File: src/rtl/glacier_scheduler.sv
// Frame-level scheduler for the glacier obstacle layer: spawns, moves and retires
// sprite instances once per frame and arbitrates the shared sprite ROM per pixel.
module glacier_scheduler #(
    parameter int          NUM_SLOTS    = 4,
    parameter int          SPRITE_SIZE  = 128,
    parameter int          SCREEN_W     = 1280,
    parameter int          SCREEN_H     = 720,
    parameter int          SPAWN_PERIOD = 90,
    parameter int          SPAWN_X_MIN  = 64,
    parameter int          SPAWN_Y      = 32,
    parameter int          STEP         = 1,
    parameter logic [15:0] LFSR_SEED    = 16'hACE1
) (
    input  logic                         i_clk,
    input  logic                         i_rst_n,
    input  logic [15:0]                  i_x,
    input  logic [15:0]                  i_y,
    input  logic                         i_v_sync,
    input  logic                         i_is_finished,
    input  logic                         i_is_dead,
    output logic [NUM_SLOTS-1:0]         o_active,
    output logic                         o_busy,
    output logic                         o_sel_valid,
    output logic [$clog2(NUM_SLOTS)-1:0] o_sel_id,
    output logic [4:0]                   o_sel_u,
    output logic [4:0]                   o_sel_v
);

    localparam int          IW    = $clog2(NUM_SLOTS);
    localparam int          TW    = $clog2(SPAWN_PERIOD + 1);
    localparam logic [15:0] X_LIM = 16'(SCREEN_W - SPRITE_SIZE);
    localparam logic [15:0] Y_LIM = 16'(SCREEN_H - SPRITE_SIZE);

    typedef enum logic [1:0] {
        S_IDLE,
        S_MOVE,
        S_SPAWN
    } state_t;

    state_t                        state_q, state_d;
    logic [IW-1:0]                 idx_q, idx_d;
    logic [TW-1:0]                 timer_q, timer_d;
    logic [15:0]                   lfsr_q, lfsr_d;
    logic [NUM_SLOTS-1:0]          act_q, act_d;
    logic [NUM_SLOTS-1:0][15:0]    x_q, x_d;
    logic [NUM_SLOTS-1:0][15:0]    y_q, y_d;

    logic                          vs_meta_q, vs_sync_q, vs_prev_q, tick_q;

    logic                          sel_valid_q, sel_valid_d;
    logic [IW-1:0]                 sel_id_q, sel_id_d;
    logic [4:0]                    sel_u_q, sel_u_d;
    logic [4:0]                    sel_v_q, sel_v_d;

    logic                          tick_accept;
    logic                          free_any;
    logic [IW-1:0]                 free_idx;

    function automatic logic [15:0] lfsr_step(input logic [15:0] l);
        return {l[14:0], l[15] ^ l[13] ^ l[12] ^ l[10]};
    endfunction

    // Spawn column from the fresh LFSR value, folded back on-screen if too far right.
    function automatic logic [15:0] spawn_x(input logic [9:0] r);
        logic [16:0] s;
        s = 17'(SPAWN_X_MIN) + {7'd0, r};
        if (s >= {1'b0, X_LIM}) begin
            s = s - 17'd512;
        end
        return s[15:0];
    endfunction

    assign tick_accept = tick_q && (state_q == S_IDLE) && !i_is_finished && !i_is_dead;

    always_comb begin
        free_any = 1'b0;
        free_idx = '0;
        for (int i = NUM_SLOTS - 1; i >= 0; i--) begin
            if (!act_q[i]) begin
                free_any = 1'b1;
                free_idx = IW'(i);
            end
        end
    end

    always_comb begin
        state_d = state_q;
        idx_d   = idx_q;
        timer_d = timer_q;
        lfsr_d  = lfsr_q;
        act_d   = act_q;
        x_d     = x_q;
        y_d     = y_q;
        case (state_q)
            S_IDLE: begin
                if (tick_accept) begin
                    state_d = S_MOVE;
                    idx_d   = '0;
                end
            end
            S_MOVE: begin
                if (act_q[idx_q]) begin
                    if (x_q[idx_q] >= X_LIM || y_q[idx_q] > Y_LIM) begin
                        act_d[idx_q] = 1'b0;
                    end else begin
                        x_d[idx_q] = x_q[idx_q] + 16'(STEP);
                        y_d[idx_q] = y_q[idx_q] + 16'(STEP);
                    end
                end
                if (idx_q == IW'(NUM_SLOTS - 1)) begin
                    state_d = S_SPAWN;
                end else begin
                    idx_d = idx_q + IW'(1);
                end
            end
            S_SPAWN: begin
                lfsr_d = lfsr_step(lfsr_q);
                // A full table keeps the timer at its terminal count so the spawn retries next frame.
                if (timer_q == TW'(SPAWN_PERIOD - 1)) begin
                    if (free_any) begin
                        act_d[free_idx] = 1'b1;
                        x_d[free_idx]   = spawn_x(lfsr_d[9:0]);
                        y_d[free_idx]   = 16'(SPAWN_Y);
                        timer_d         = '0;
                    end
                end else begin
                    timer_d = timer_q + TW'(1);
                end
                state_d = S_IDLE;
            end
            default: state_d = S_IDLE;
        endcase
    end

    // Lowest-index hit wins: scan downward so the last assignment is the lowest slot.
    always_comb begin
        sel_valid_d = 1'b0;
        sel_id_d    = '0;
        sel_u_d     = '0;
        sel_v_d     = '0;
        for (int i = NUM_SLOTS - 1; i >= 0; i--) begin
            if (act_q[i] &&
                i_x >= x_q[i] && {1'b0, i_x} < {1'b0, x_q[i]} + 17'(SPRITE_SIZE) &&
                i_y >= y_q[i] && {1'b0, i_y} < {1'b0, y_q[i]} + 17'(SPRITE_SIZE)) begin
                sel_valid_d = 1'b1;
                sel_id_d    = IW'(i);
                sel_u_d     = 5'((i_x - x_q[i]) >> 2);
                sel_v_d     = 5'((i_y - y_q[i]) >> 2);
            end
        end
    end

    always_ff @(posedge i_clk) begin
        if (!i_rst_n) begin
            state_q     <= S_IDLE;
            idx_q       <= '0;
            timer_q     <= '0;
            lfsr_q      <= LFSR_SEED;
            act_q       <= '0;
            x_q         <= '0;
            y_q         <= '0;
            vs_meta_q   <= 1'b0;
            vs_sync_q   <= 1'b0;
            vs_prev_q   <= 1'b0;
            tick_q      <= 1'b0;
            sel_valid_q <= 1'b0;
            sel_id_q    <= '0;
            sel_u_q     <= '0;
            sel_v_q     <= '0;
        end else begin
            state_q     <= state_d;
            idx_q       <= idx_d;
            timer_q     <= timer_d;
            lfsr_q      <= lfsr_d;
            act_q       <= act_d;
            x_q         <= x_d;
            y_q         <= y_d;
            vs_meta_q   <= i_v_sync;
            vs_sync_q   <= vs_meta_q;
            vs_prev_q   <= vs_sync_q;
            tick_q      <= vs_sync_q & ~vs_prev_q;
            sel_valid_q <= sel_valid_d;
            sel_id_q    <= sel_id_d;
            sel_u_q     <= sel_u_d;
            sel_v_q     <= sel_v_d;
        end
    end

    assign o_active    = act_q;
    assign o_busy      = (state_q != S_IDLE);
    assign o_sel_valid = sel_valid_q;
    assign o_sel_id    = sel_id_q;
    assign o_sel_u     = sel_u_q;
    assign o_sel_v     = sel_v_q;

endmodule

File: config.mk
export PLATFORM = sky130hd
export DESIGN_NAME = glacier_scheduler
export DESIGN_NICKNAME = d
export VERILOG_FILES = /design/src/rtl/glacier_scheduler.sv
export SDC_FILE = /design/constraint.sdc
export NUM_CORES = 1
export LEC_CHECK = 0
export CAP_MARGIN = 15
export CORE_MARGIN = 1.5
export CORE_UTILIZATION = 38
export CTS_BUF_LIST = sky130_fd_sc_hd__clkbuf_4
export DETAILED_ROUTE_END_ITERATION = 7
export MAX_ROUTING_LAYER = met4
export PLACE_DENSITY = 0.53
export SKIP_CTS_REPAIR_TIMING = 1
export SLEW_MARGIN = 20
export SYNTH_ARGS = -nofsm -noshare
export SYNTH_HDL_FRONTEND = slang
export SYNTH_SLANG_ARGS = --single-unit
File: constraint.sdc
create_clock -name i_clk -period 10 [get_ports i_clk]
set_input_delay 1 -clock i_clk [delete_from_list [all_inputs] [get_ports i_clk]]
set_output_delay 1 -clock i_clk [all_outputs]
set_load 0.05 [all_outputs]
After elaboration in Yosys (flattened, before gate mapping) --
Index checks and enable logic that the tools add are counted.
Storage, ports and cells: output and inout port bits 18, logic and storage cells 194, register bits 176
Cells by class: add/sub/neg operators 22, reduce and logical (&&, ||, !) cells 35, eq/ne operators 13, bitwise operators 12, multiplexer cells 67, $lt $le $gt $ge 23
Operator list (number):
- $mux 64 | 8
- $pmux 64 s2 | 2
- $bwmux 64 | 3
- $add 16x8->17 const B | 8
- $lt 16x17->1 | 8
- $ge 16x16->1 | 8
- $mux 16 | 8
- $bmux 16 s2 | 2
- $demux 16 s2 | 2
- $and 60x60->60 | 1
- $not 60->60 | 1
- $sub 7x7->7 | 8
- $mux 5 | 8
- $add 16x1->16 const B | 2
- $logic_and 1x1->1 | 21
- $mux 2 | 10
- $ne 2x2->1 const B | 9
- $ge 16x11->1 const B | 1
- $gt 16x10->1 const B | 1
- $mux 4 | 4
- $mux 7 | 2
- $mux 1 | 12
- $sub 11x10->12 const B | 1
- $add 7x10->11 const A | 1
- 27 further kinds | 41

Depth between registers and ports, before layout --
Gate-level depths: netlist of run 1.
depth in word-level cells 13, depth in mapped cells 18, mapped depth without buffers 15

Worst setup path after synthesis of run 1 --
OpenSTA, ideal clock, no wires.
path kind reg-to-reg, from register idx_q[0], to register x_q[21] in the netlist's numbering, path buffers 5, clock period less this slack 3.759 ns, slack 6.241 ns, required time 9.864 ns, arrival time 3.623 ns, cell stages (with the launch flop) 18, setup time 0.136 ns, path through dfxtp_1 buf_6 buf_2 buf_2 mux4_2 inv_1 ha_1 inv_1 o311a_1 o21ai_1 nand4_1 and2_1 or2_1 buf_6 a21o_1 buf_4 a211oi_1 a211oi_2
Between the ends: cells in the longest elaborated chain, start to end 8, elaborated cells between the ends (all ways) 22
Ends and longest elaborated chain:
- from (decl) | line 41 | logic [IW-1:0] idx_q, idx_d;
- from (signal assigned) | line 172 | idx_q <= idx_d;
- parallel branches: the longest is 8 deep, another holds $add 16x1->16
- to (signal assigned) | line 160 | x_q <= '0;
- to (signal assigned) | line 176 | x_q <= x_d;
- to (decl) | line 45 | logic [NUM_SLOTS-1:0][15:0] x_q, x_d;
Several ways; the timed one is not identified. The select of a mux whose other input is x is not followed. A chain may end at the register's enable or synchronous reset.

Worst setup path after layout of run 1 --
from input i_y[4], to register sel_u_q[2], in the netlist o_sel_u[2]
Between the ends: cells in the longest elaborated chain, start to end 7, elaborated cells between the ends (all ways) 20
Ends and longest elaborated chain:
- from (decl) | line 17 | input logic [15:0] i_y,
- $ge 16x16->1 | line 144 | i_y >= y_q[i] && {1'b0, i_y} < {1'b0, y_q[i]} + 17'(SPRITE_SIZE)) begin
- $logic_and 1x1->1 | line 143 | i_x >= x_q[i] && {1'b0, i_x} < {1'b0, x_q[i]} + 17'(SPRITE_SIZE) &&
- $logic_and 1x1->1 | line 144
- $mux 5 (3 in series) | line 142 | if (act_q[i] &&
- $mux 5 * | line 142
- to (signal assigned) | line 184 | sel_u_q <= sel_u_d;
- to (decl) | line 52 | logic [4:0] sel_u_q, sel_u_d;
Every way passes the cells marked *; elsewhere a longest branch is shown, timed or not.

==> run metrics, run 1 <==
post-synth cell types 77; total CTS buffers 17; worst endpoint required time between 10 and 15 ns; maxcap violations 0; final antenna-violating net count 0; first-pass GRT wire length between 70 and 80 mm; crit-path cells clkdlybuf4s50_1, ha_1, nand3_1, o21bai_1, a41oi_1, a2111oi_0, nor4_1, a2111oi_0, nand3_1, mux2_2, o22ai_1; initial drt markers between 900 and 1,000; endpoints failing setup 0; syn_area_per_cell about 8.4 um2; Worst-Skew Late Latency roughly 0.66 ns; wire length per cell roughly 22 um; number of flops mapped to enable cells by yosys 0; worst vdd ir between 60 and 70 uV; hold wc startpoint vs_prev_q; initial antenna violation count 2; synth cell count leaders ha_1, dfxtp_1, inv_1, nand2_1, nor2_1; #FFs+latches synth about 180; # clock sinks roughly 180; drt total wl 49.3 mm; status complete, no violations; area leader, netlist dfxtp_1; largest net degree at the start of global routing 60; CP arrival between 5 and 6 ns; Synth Flop Type dfxtp_1; Critical Path Start Type primary input; placed wire-length estimate ~38 mm; Min-Delay Path Class flop to flop; # IOs 55; register area share after synthesis between 20% and 30%; share of cells above drive strength 1 ~5.6%; PwrDens a little under 90 nW/um2; synthesized net count between 1,500 and 2,000; vias in the first global route about 13,000; Reg2Reg Depth 12; most numerous cell in the Yosys netlist ha_1; final net count just under 2,000; Layout area overhead 8.99%; Setup CP Type primary input to flop; Worst-Margin Slew ~1.1 ns; Mapped Area 14,200 um2; relative slew slack around a quarter; WHS Path Cells 1; fin crit period roughly 5 ns; Setup Skew 0.0510 ns; drt first pass iters 7; GRT Residual Overflow 0; R2R Path End o_sel_u[2]; dpl ws 4.53 ns; Max Buffers Root-to-Sink 2; CTS Root Cell clkbuf_4; final hold vios 0; final core utilization 42.2%; slowest cell delay on critical path approximately 0.84 ns; vias per inst 5.92; Area contributors post-synth dfxtp_1, ha_1, xnor2_1; Starting Density roughly two fifths; slack of the critical path approximately 5.1 ns; Die Area 38,600 um2; Die Y about 200 um; DRC Markers 0; final worst path period share between 40 and 50%; Worst Setup SP i_y[4]; Cell Rows 70; Synth Instances between 1,500 and 2,000; RSZ-0062 raised after global routing no; core area 36,800 um2; Vias approximately 13,000; GPL Wtd Cong approximately 1.0; Worst-path clk slew ~0.18 ns; FFs w/ async S/R, synth 0%; setup_tns 0 ns; IO buf count between 50 and 60; CP max FO 13; maximum clock frequency ~200 MHz; CTS tree built; htree depth 4; Cell Count Post-Placement 2,165; Hold Path End tick_q; flop-to-flop setup slack 5.17 ns; Overall Global Routing Usage 26.5%; leak pwr about 5.8 nW; Slew Limit Fails 0; r2r startpoint y_q[8]; CP Capture Type flop; CP max-delay cell nand3_1; Finished Layout Cells ~2,200; Die X between 150 and 200 um; Syn. warnings 0; share of the synthesized area in the top cell type between 20% and 30%
cell families after synthesis:
kind of cell	Yosys count	synth area share, %
simple gates	511	17.9
mux	30	4.09
xor+xnor	107	6.58
buf+inv	212	5.89
flops	176	24.7
fa+ha+maj	223	19.6
compound gates	427	21.2
metrics by stage:
stage	hold WS, ns	area (um2)	total power (W)
3_5_place_dp	0.378	15200	0.000919
6_report	0.396	15500	0.00134
2_1_floorplan	0.367	14200	0.000845
3_3_place_gp	0.373	15200	0.000918
4_1_cts	0.399	15500	0.00136
5_1_grt	0.426	15500	0.00141
cells in the final DEF, fill, tap and decap left out, types with 32 or more instances in the layout:
cell | netlist | layout
a21oi_1 | 103 | 103
a22o_1 | 32 | 32
nor2_1 | 105 | 105
inv_1 | 156 | 155
nand2_1 | 105 | 105
ha_1 | 223 | 223
clkdlybuf4s50_1 | 0 | 53
xnor2_1 | 83 | 83
nor3_1 | 59 | 59
dfxtp_1 | 176 | 175
o21ai_0 | 54 | 54
nand3_1 | 80 | 80
power by group:
part / leakage (nW) / internal [W] / switching, W
registers: 1.42 / 0.000703 / 0.000000723
logic: 4.20 / 0.0000814 / 0.000122
clock network: 0.155 / 0.000136 / 0.000303
total: 5.78 / 0.000920 / 0.000425
metal layers:
metal  track usage (%)  part of all wire (%)
met5                 -                     0
met3              2.58                   4.3
met1              34.2                    45
met4              8.57                   2.8
met2              43.6                    47
worst max-delay path by stage:
stage          depth (start not counted)    endpoint  slack, ns
6_report                              11  o_sel_u[2]       5.10
5_1_grt                               12  o_sel_u[2]       4.85
4_1_cts                               13      y_q[3]       5.17
3_5_place_dp                          11  o_sel_u[2]       4.53
3_3_place_gp                          11  o_sel_u[2]       4.57
2_1_floorplan                         17     x_q[21]       6.24
area by class of cell:
type / count / area (um2)
clock inverter: 15 / 169
clock buffer: 17 / 128
inverter: 156 / 587
sequential: 176 / 3520
multi-input combinational: 1298 / 9890
fill: 3823 / 21300
tap: 468 / 586
timing repair buffer: 67 / 633
antenna: 1 / 2.50
worst max-delay path, delay by kind of cell:
kind,cells,cell delay [ns]
adders and majority gates,1,0.41
and+or+nand+nor,3,1.11
AOI/OAI and AO/OA,5,1.90
muxes,1,0.53
buffers and inverters,1,0.53
state kept, by name, indices dropped and copies added (netlist names):
| signal | flops |
|---|---|
| vs_meta_q | 1 |
| vs_sync_q | 1 |
| o_active | 4 |
| timer_q | 7 |
| o_sel_v | 5 |
| lfsr_q | 16 |
| x_q | 64 |
| o_sel_id | 2 |
| o_sel_valid | 1 |
| vs_prev_q | 1 |
| o_sel_u | 5 |
| idx_q | 2 |
| tick_q | 1 |
| state_q | 2 |
| y_q | 64 |
(Power assumes the default switching activity.)
==> inputs of run 2 (changes only) <==
--- a/config.mk
+++ b/config.mk
@@ -11,7 +11,7 @@
 export CTS_BUF_LIST = sky130_fd_sc_hd__clkbuf_4
 export DETAILED_ROUTE_END_ITERATION = 7
 export MAX_ROUTING_LAYER = met4
-export PLACE_DENSITY = 0.53
+export PLACE_DENSITY = 0.55
 export SKIP_CTS_REPAIR_TIMING = 1
 export SLEW_MARGIN = 20
 export SYNTH_ARGS = -nofsm -noshare
==> constraint.sdc (replaced) <==
create_clock -name i_clk -period 4.07 [get_ports i_clk]
set_input_delay 0.407 -clock i_clk [delete_from_list [all_inputs] [get_ports i_clk]]
set_output_delay 0.407 -clock i_clk [all_outputs]
set_load 0.05 [all_outputs]
==> run metrics, run 2 (synthesis results as in run 1) <==
final worst path period share a little over nine tenths; Setup CP Type flop to flop; final net count 2,031; Overall Global Routing Usage 26.6%; Global Route met3 Usage 2.60%; core area roughly 37,000 um2; Starting Density slightly below 40%; DRC Markers 0; CP max FO 18; largest net degree at the start of global routing 59; vias in the first global route about 13,000; Hold Path End vs_meta_q; IO buf count 54; Worst-Margin Slew roughly 0.93 ns; WHS Path Cells 2; total CTS buffers 17; worst endpoint required time roughly 4.7 ns; flop-to-flop setup slack 0.23 ns; hold wc startpoint i_v_sync; placed wire-length estimate 39.4 mm; status complete, no violations; final antenna-violating net count 0; final hold vios 0; met2 Resource Use GR roughly 43%; Max Buffers Root-to-Sink 2; GRT Residual Overflow 0; PwrDens 209 nW/um2; RSZ-0062 raised after global routing no; final core utilization 43.4%; CTS tree built; commonest non-fill, non-tap cell in the layout ha_1; Die X between 150 and 200 um; r2r startpoint idx_q[0]; share of cells above drive strength 1 8.63%; Worst-path clk slew 0.18 ns; drt first pass iters 5; maxcap violations 0; initial drt markers slightly above 900; Layout area overhead 12.2%; Setup Skew 0.0349 ns; Die Y between 150 and 200 um; # clock sinks about 180; GPL Wtd Cong around 0.94; endpoints failing setup 0; Die Area just under 40,000 um2; # IOs 55; met1 GRT Util about a third; vias per inst between 5 and 6; Vias about 13,000; wire length per cell between 20 and 25 um; CP Capture Type flop; Worst-Skew Late Latency 0.66 ns; relative slew slack around 38%; drt total wl around 50 mm; Reg2Reg Depth 13; worst vdd ir between 200 and 250 uV; htree depth 4; leak pwr a little over 6 nW; Min-Delay Path Class primary input to flop; Cell Rows 70; Slew Limit Fails 0; R2R Path End x_q[9]; maximum clock frequency between 200 and 300 MHz; Largest regs x_q: 64 flops, y_q: 64 flops, lfsr_q: 16 flops; fin crit period 3.84 ns; CTS Root Cell clkbuf_4; Critical Path Start Type flop; initial antenna violation count 1; CP arrival about 4.4 ns; first-pass GRT wire length approximately 76 mm; hold slack between 0.3 and 0.4 ns; layer with the highest usage met2; most frequent cells in the layout ha_1, dfxtp_1, inv_1
==> run 2: worst max path at each step <==
stage               startpoint  cells after the start    endpoint  slack, ns
floorplan             idx_q[0]                     17     x_q[21]       0.31
global placement       i_x[15]                     11  o_sel_v[0]      -0.29
detailed placement      i_x[1]                     14  o_sel_u[2]      -0.12
CTS                   idx_q[0]                     12     y_q[51]      0.007
global route          idx_q[0]                     12     x_q[45]       0.03
finish                idx_q[0]                     13      x_q[9]       0.23
==> run 2: per-layer routing <==
metal	part of all wire (%)	wire (um)
met4	2.3	1140
met5	0	0
met3	4.3	2150
met1	46	23100
met2	47	23300
==> run 2: worst max-delay path, cell delays in order (launching register included) <==
cell      delay [ns]
dfxtp_2         0.42
mux4_2          0.57
inv_1           0.12
ha_1            0.16
inv_1           0.04
o311a_1         0.35
o21ai_1         0.15
nand4_1         0.21
and2_1          0.30
or2_1           0.49
a21oi_4         0.25
buf_4           0.30
o221ai_1        0.21
o211a_1         0.17
==> run 2: through the flow <==
step | setup slack [ns] | instance area, um2 | total power [W] | setup TNS (ns) | cells
2_1_floorplan | 0.311 | 14200 | 0.00208 | 0 | 1686
3_3_place_gp | -0.289 | 15700 | 0.00228 | -2.32 | 2218
3_5_place_dp | -0.121 | 15700 | 0.00229 | -0.580 | 2218
4_1_cts | 0.00742 | 15900 | 0.00335 | 0 | 2250
5_1_grt | 0.0272 | 16000 | 0.00349 | 0 | 2254
6_report | 0.234 | 16000 | 0.00333 | 0 | 2254
==> run 2: final cells by class <==
type	count	area [um2]
Clock buffer	17	128
Tap cell	468	586
Antenna cell	2	5.00
Fill cell	3699	20800
Multi-Input combinational cell	1298	9910
Timing Repair Buffer	122	1080
Sequential cell	176	3520
Clock inverter	15	154
Inverter	156	587
==> run 2: power breakdown <==
part	internal, W	switching [W]	total [W]
sequential	0.00173	0.000000687	0.00173
combinational	0.000220	0.000310	0.000530
clock	0.000323	0.000753	0.00108
==> inputs of run 3 (changes only) <==
--- a/config.mk
+++ b/config.mk
@@ -6,6 +6,7 @@
 export NUM_CORES = 1
 export LEC_CHECK = 0
 export CAP_MARGIN = 15
+export CORE_ASPECT_RATIO = 1.4
 export CORE_MARGIN = 1.5
 export CORE_UTILIZATION = 38
 export CTS_BUF_LIST = sky130_fd_sc_hd__clkbuf_4
==> constraint.sdc (replaced) <==
create_clock -name i_clk -period 3.4 [get_ports i_clk]
set_input_delay 0.34 -clock i_clk [delete_from_list [all_inputs] [get_ports i_clk]]
set_output_delay 0.34 -clock i_clk [all_outputs]
set_load 0.05 [all_outputs]
==> run metrics, run 3 (synthesis results as in run 1) <==
status complete, no violations; Die X 167 um; Vias roughly 14,000; DRC Markers 0; kind of cell adding the most delay to the critical path simple AND/OR/NAND/NOR gates; Worst-Margin Slew 1.06 ns; Setup Skew roughly 0.037 ns; Clk network pwr share a little under a third; total CTS buffers 17; Cell Rows 83; first-pass GRT wire length between 70 and 80 mm; CP arrival between 3 and 4 ns; maxcap violations 0; flop-to-flop setup slack between 0.08 and 0.09 ns; Buf/Inv on CP 2; CTS tree built; htree depth 4; GRT Residual Overflow 0; drt total wl 51.8 mm; Max Buffers Root-to-Sink 2; RSZ-0062 raised after global routing yes; CP max FO 6; Net Sw Frac between 30% and 40%; leak pwr 6.93 nW; wire length per cell about 22 um; core area about 37,000 um2; CTS Root Cell clkbuf_4; CP max-delay cell dfxtp_4; crit-path cells and3_4, nand3_2, nor3_2, xnor2_1, ha_2, o21ai_1, nand2b_1, a21oi_2, o21ai_2, nand4b_1, a211oi_4, buf_6, buf_6, mux2i_1, o211ai_1, o211a_1; Min-Delay Path Class primary input to flop; placed wire-length estimate between 40 and 50 mm; Die Y between 200 and 250 um; Slew Limit Fails 0; # IOs 55; Overall Global Routing Usage 27.5%; vias per inst 5.78; final core utilization a little under half; Die Area 38,700 um2; Worst-Skew Late Latency between 0.6 and 0.7 ns; Most common cell on crit path buf_6; vias in the first global route roughly 13,000; final antenna-violating net count 0; Worst-path clk slew roughly 0.15 ns; Psw 0.00124 W; PwrDens 231 nW/um2; drt first pass iters 7; worst vdd ir between 150 and 200 uV; sequential group share of total power slightly above 50%; final net count roughly 2,200; IO buf count 54; share of cells above drive strength 1 ~20%; commonest non-fill, non-tap cell in the layout ha_1; initial antenna violation count 1; Setup CP Type flop to flop; worst endpoint required time 3.94 ns; initial drt markers 915; overall power around 0.0041 W; Int Pwr between 0.002 and 0.003 W; Starting Density 38.7%; Cell Count Post-Placement 2,361; fin crit period between 3 and 4 ns; GPL Wtd Cong between 0.9 and 1; Largest regs x_q: 64 flops, y_q: 64 flops, lfsr_q: 16 flops; CP Capture Type flop; final hold vios 0; most frequent cells in the layout ha_1, buf_4, dfxtp_1; maximum clock frequency between 300 and 400 MHz; combinational share of power between 15 and 20%; Layout area overhead 23.7%; relative slew slack between 20 and 30%; endpoints failing setup 0; Critical Path Start Type flop; Finished Layout Cells approximately 2,400; final worst path period share 97.5%; slowest cell delay on critical path 0.43 ns; largest net degree at the start of global routing 59; # clock sinks 176
-- run 3: cell count changes in the layout (fill, tap and decap cells not counted), moves of 6 or more --
cell,change
buf_4,+144
nor2_1,-6
dfxtp_2,+10
and3_1,-6
dfxtp_1,-17
buf_6,+6
dfxtp_4,+7
ha_1,-6
-- run 3: final timing paths --
| check | startpoint | end | cells past startpoint |
|---|---|---|---|
| min reg2reg | vs_prev_q | tick_q | 1 |
| min | i_v_sync | vs_meta_q | 2 |
| max reg2reg | x_q[40] | o_sel_u[3] | 16 |
| max | x_q[40] | o_sel_u[3] | 16 |
-- run 3: final cells by class --
class | instances | area (um2)
diodes | 2 | 5.00
clock buffers | 19 | 143
clock inverters | 13 | 138
fillers | 3719 | 19100
inverters | 156 | 587
multi-input cells | 1298 | 10300
flip-flops and latches | 176 | 3560
well taps | 467 | 584
repair buffers | 277 | 2330
-- run 3: power by group through the flow --
| stage | logic [W] | registers [W] | clock network [W] |
|---|---|---|---|
| after global routing | 0.000795 | 0.00206 | 0.00139 |
| after floorplan | 0.000377 | 0.00211 | 0 |
| after detailed placement | 0.000691 | 0.00211 | 0 |
| after global placement | 0.000682 | 0.00211 | 0 |
| final | 0.000720 | 0.00206 | 0.00129 |
| after CTS | 0.000696 | 0.00207 | 0.00132 |
-- run 3: layer usage --
metal,track usage [%],up-vias,part of all wire [%]
li1,-,6701,-
met1,31.1,6686,41
met4,17.2,0,6.8
met2,47.2,386,49
met3,2.15,147,3.9
met5,-,-,0
-- run 3: worst register-to-register path, cell delays in order, from the launching register on --
cell      delay, ns
dfxtp_4        0.43
and3_4         0.20
nand3_2        0.10
nor3_2         0.21
xnor2_1        0.16
ha_2           0.31
o21ai_1        0.08
nand2b_1       0.09
a21oi_2        0.15
o21ai_2        0.07
nand4b_1       0.40
a211oi_4       0.32
buf_6          0.16
buf_6          0.12
mux2i_1        0.17
o211ai_1       0.11
o211a_1        0.13
-- run 3: through the flow --
stage / cell area (um2) / hold slack, ns / TNS, ns / setup WS [ns]
after floorplan: 14300 / 0.367 / 0 / 0.000254
after global placement: 16800 / 0.375 / -7.01 / -0.636
after detailed placement: 16800 / 0.385 / -7.29 / -0.652
after CTS: 17100 / 0.227 / -2.76 / -0.273
after global routing: 17600 / 0.256 / -0.369 / -0.0770
final: 17600 / 0.272 / 0 / 0.0849
==> patch: new RTL, flow settings as in run 3 <==
Encoding of `state_t`: now one-hot (3 bits for 3 states).
--- a/src/rtl/glacier_scheduler.sv
+++ b/src/rtl/glacier_scheduler.sv
@@ -31,10 +31,10 @@
     localparam logic [15:0] X_LIM = 16'(SCREEN_W - SPRITE_SIZE);
     localparam logic [15:0] Y_LIM = 16'(SCREEN_H - SPRITE_SIZE);
 
-    typedef enum logic [1:0] {
-        S_IDLE,
-        S_MOVE,
-        S_SPAWN
+    typedef enum logic [2:0] {
+        S_IDLE  = 3'b001,
+        S_MOVE  = 3'b010,
+        S_SPAWN = 3'b100
     } state_t;
 
     state_t                        state_q, state_d;
Formal check against the unedited RTL: same outputs for any inputs over 10 cycles, from zero or initial values and one cycle with i_rst_n low; not proved beyond that.
==> patch against run 3 <==
- sequential cell count is 1 higher
- setup slack lost 0.047 ns
- critical path depth down 4
- power up 1.0%
- routed wire length rose by 1.2%
- area after synthesis is 2.0% higher
- cell area grew 2.2%
- non-clock buffer count rose by 24
==> patch: results (changes against run 3) <==
gpl congestion=1.03 (+6.3%); Reg2Reg Depth=12 (-4); 1st-pass router iterations=6 (-1); GRT met2 Usage=46.8% (-0.37 points); reg-to-reg endpoint=o_sel_v[2]; WL met1=21.4 mm (+0.93%); clock slew seen by the registers of the worst setup and hold paths=0.18 ns (+0.03 ns); Critical-path top delay cell=or4_1; measured slew at the worst slew-check pin=0.803 ns (-0.261 ns); Synth Area in XOR/XNOR=6.03% (-0.55 points); Seq/Total Area, Yosys=24.4% (-0.36 points); Synth Area in Compound Gates=20.2% (-1.1 points); Vias=14400 (+3.5%); syn avg cell area=8.29 um^2 (-1.9%); pre-CTS setup slack=-0.341 ns (+0.311 ns); adder-cell share of the synthesized area=19.2% (-0.39 points); FMAX=0.297 GHz (-1.4%); initial antenna violation count=3 (+2); Layout Cells excl Fill=2501 (+3.9%); M1 GR Usage=30.9% (-0.21 points); WHS=0.259 ns (-0.0129 ns); fraction of layout cells with a size suffix above 1=19.2% (-0.44 points); first-pass GRT wire length=79.6 mm (+2.0%); internal power=2.82 mW (-0.38%); Initial DRC Count=883 (-3.5%); Mapped Nets=2014 (+3.5%); routing usage on met3=3.83% (+1.7 points); met2 wire len=25.3 mm (+0.55%); Max VDD drop=0.202 mV (+11%); Worst Setup SP=x_q[9]; detailed placement HPWL=42.4 mm (+2.3%); r2r setup slk=0.04 ns (-0.05 ns); Met3 Wirelength=2.60 mm (+30%); clk_skew=0.0357 ns (-0.00152 ns); static leakage=7.15 nW (+3.2%); nets@finish=2272 (+3.9%); DP Area=17400 um^2 (+3.3%); Max FO, Critical Path=8 (+2); global-route usage over all layers=27.5% (about the same); Synth top cells by count=223 x ha_1, 177 x dfxtp_1, 155 x inv_1; outcome=complete, no violations; largest net degree at the start of global routing=66 (+12%)
## patch: cell types whose count changed after synthesis, sizes merged, moves of 11 or more
cell	delta
nand4	+22
mux2i	+11
a22o	-27
nand3	-12
nand2	+13
a21o	+16
o21a	+12
o21ai	+19
o22ai	-13
nor2	+42
o31ai	-21
a211oi	+34
## patch: worst max-delay path: cells and delay by family (launching register included)
| kind | cells | cell delay, ns |
|---|---|---|
| compound gates | 2 | 0.48 |
| xor+xnor | 1 | 0.16 |
| fa+ha+maj | 1 | 0.31 |
| buf+inv | 1 | 0.24 |
| flops | 1 | 0.38 |
| simple gates | 7 | 1.71 |
## patch: final cells by class
class | count | area [um^2]
Clock inverter | 13 | 138
Timing Repair Buffer | 301 | 2560
Inverter | 155 | 583
Tap cell | 473 | 592
Fill cell | 3701 | 19600
Multi-Input combinational cell | 1360 | 10400
Antenna cell | 3 | 7.51
Clock buffer | 19 | 143
Sequential cell | 177 | 3580
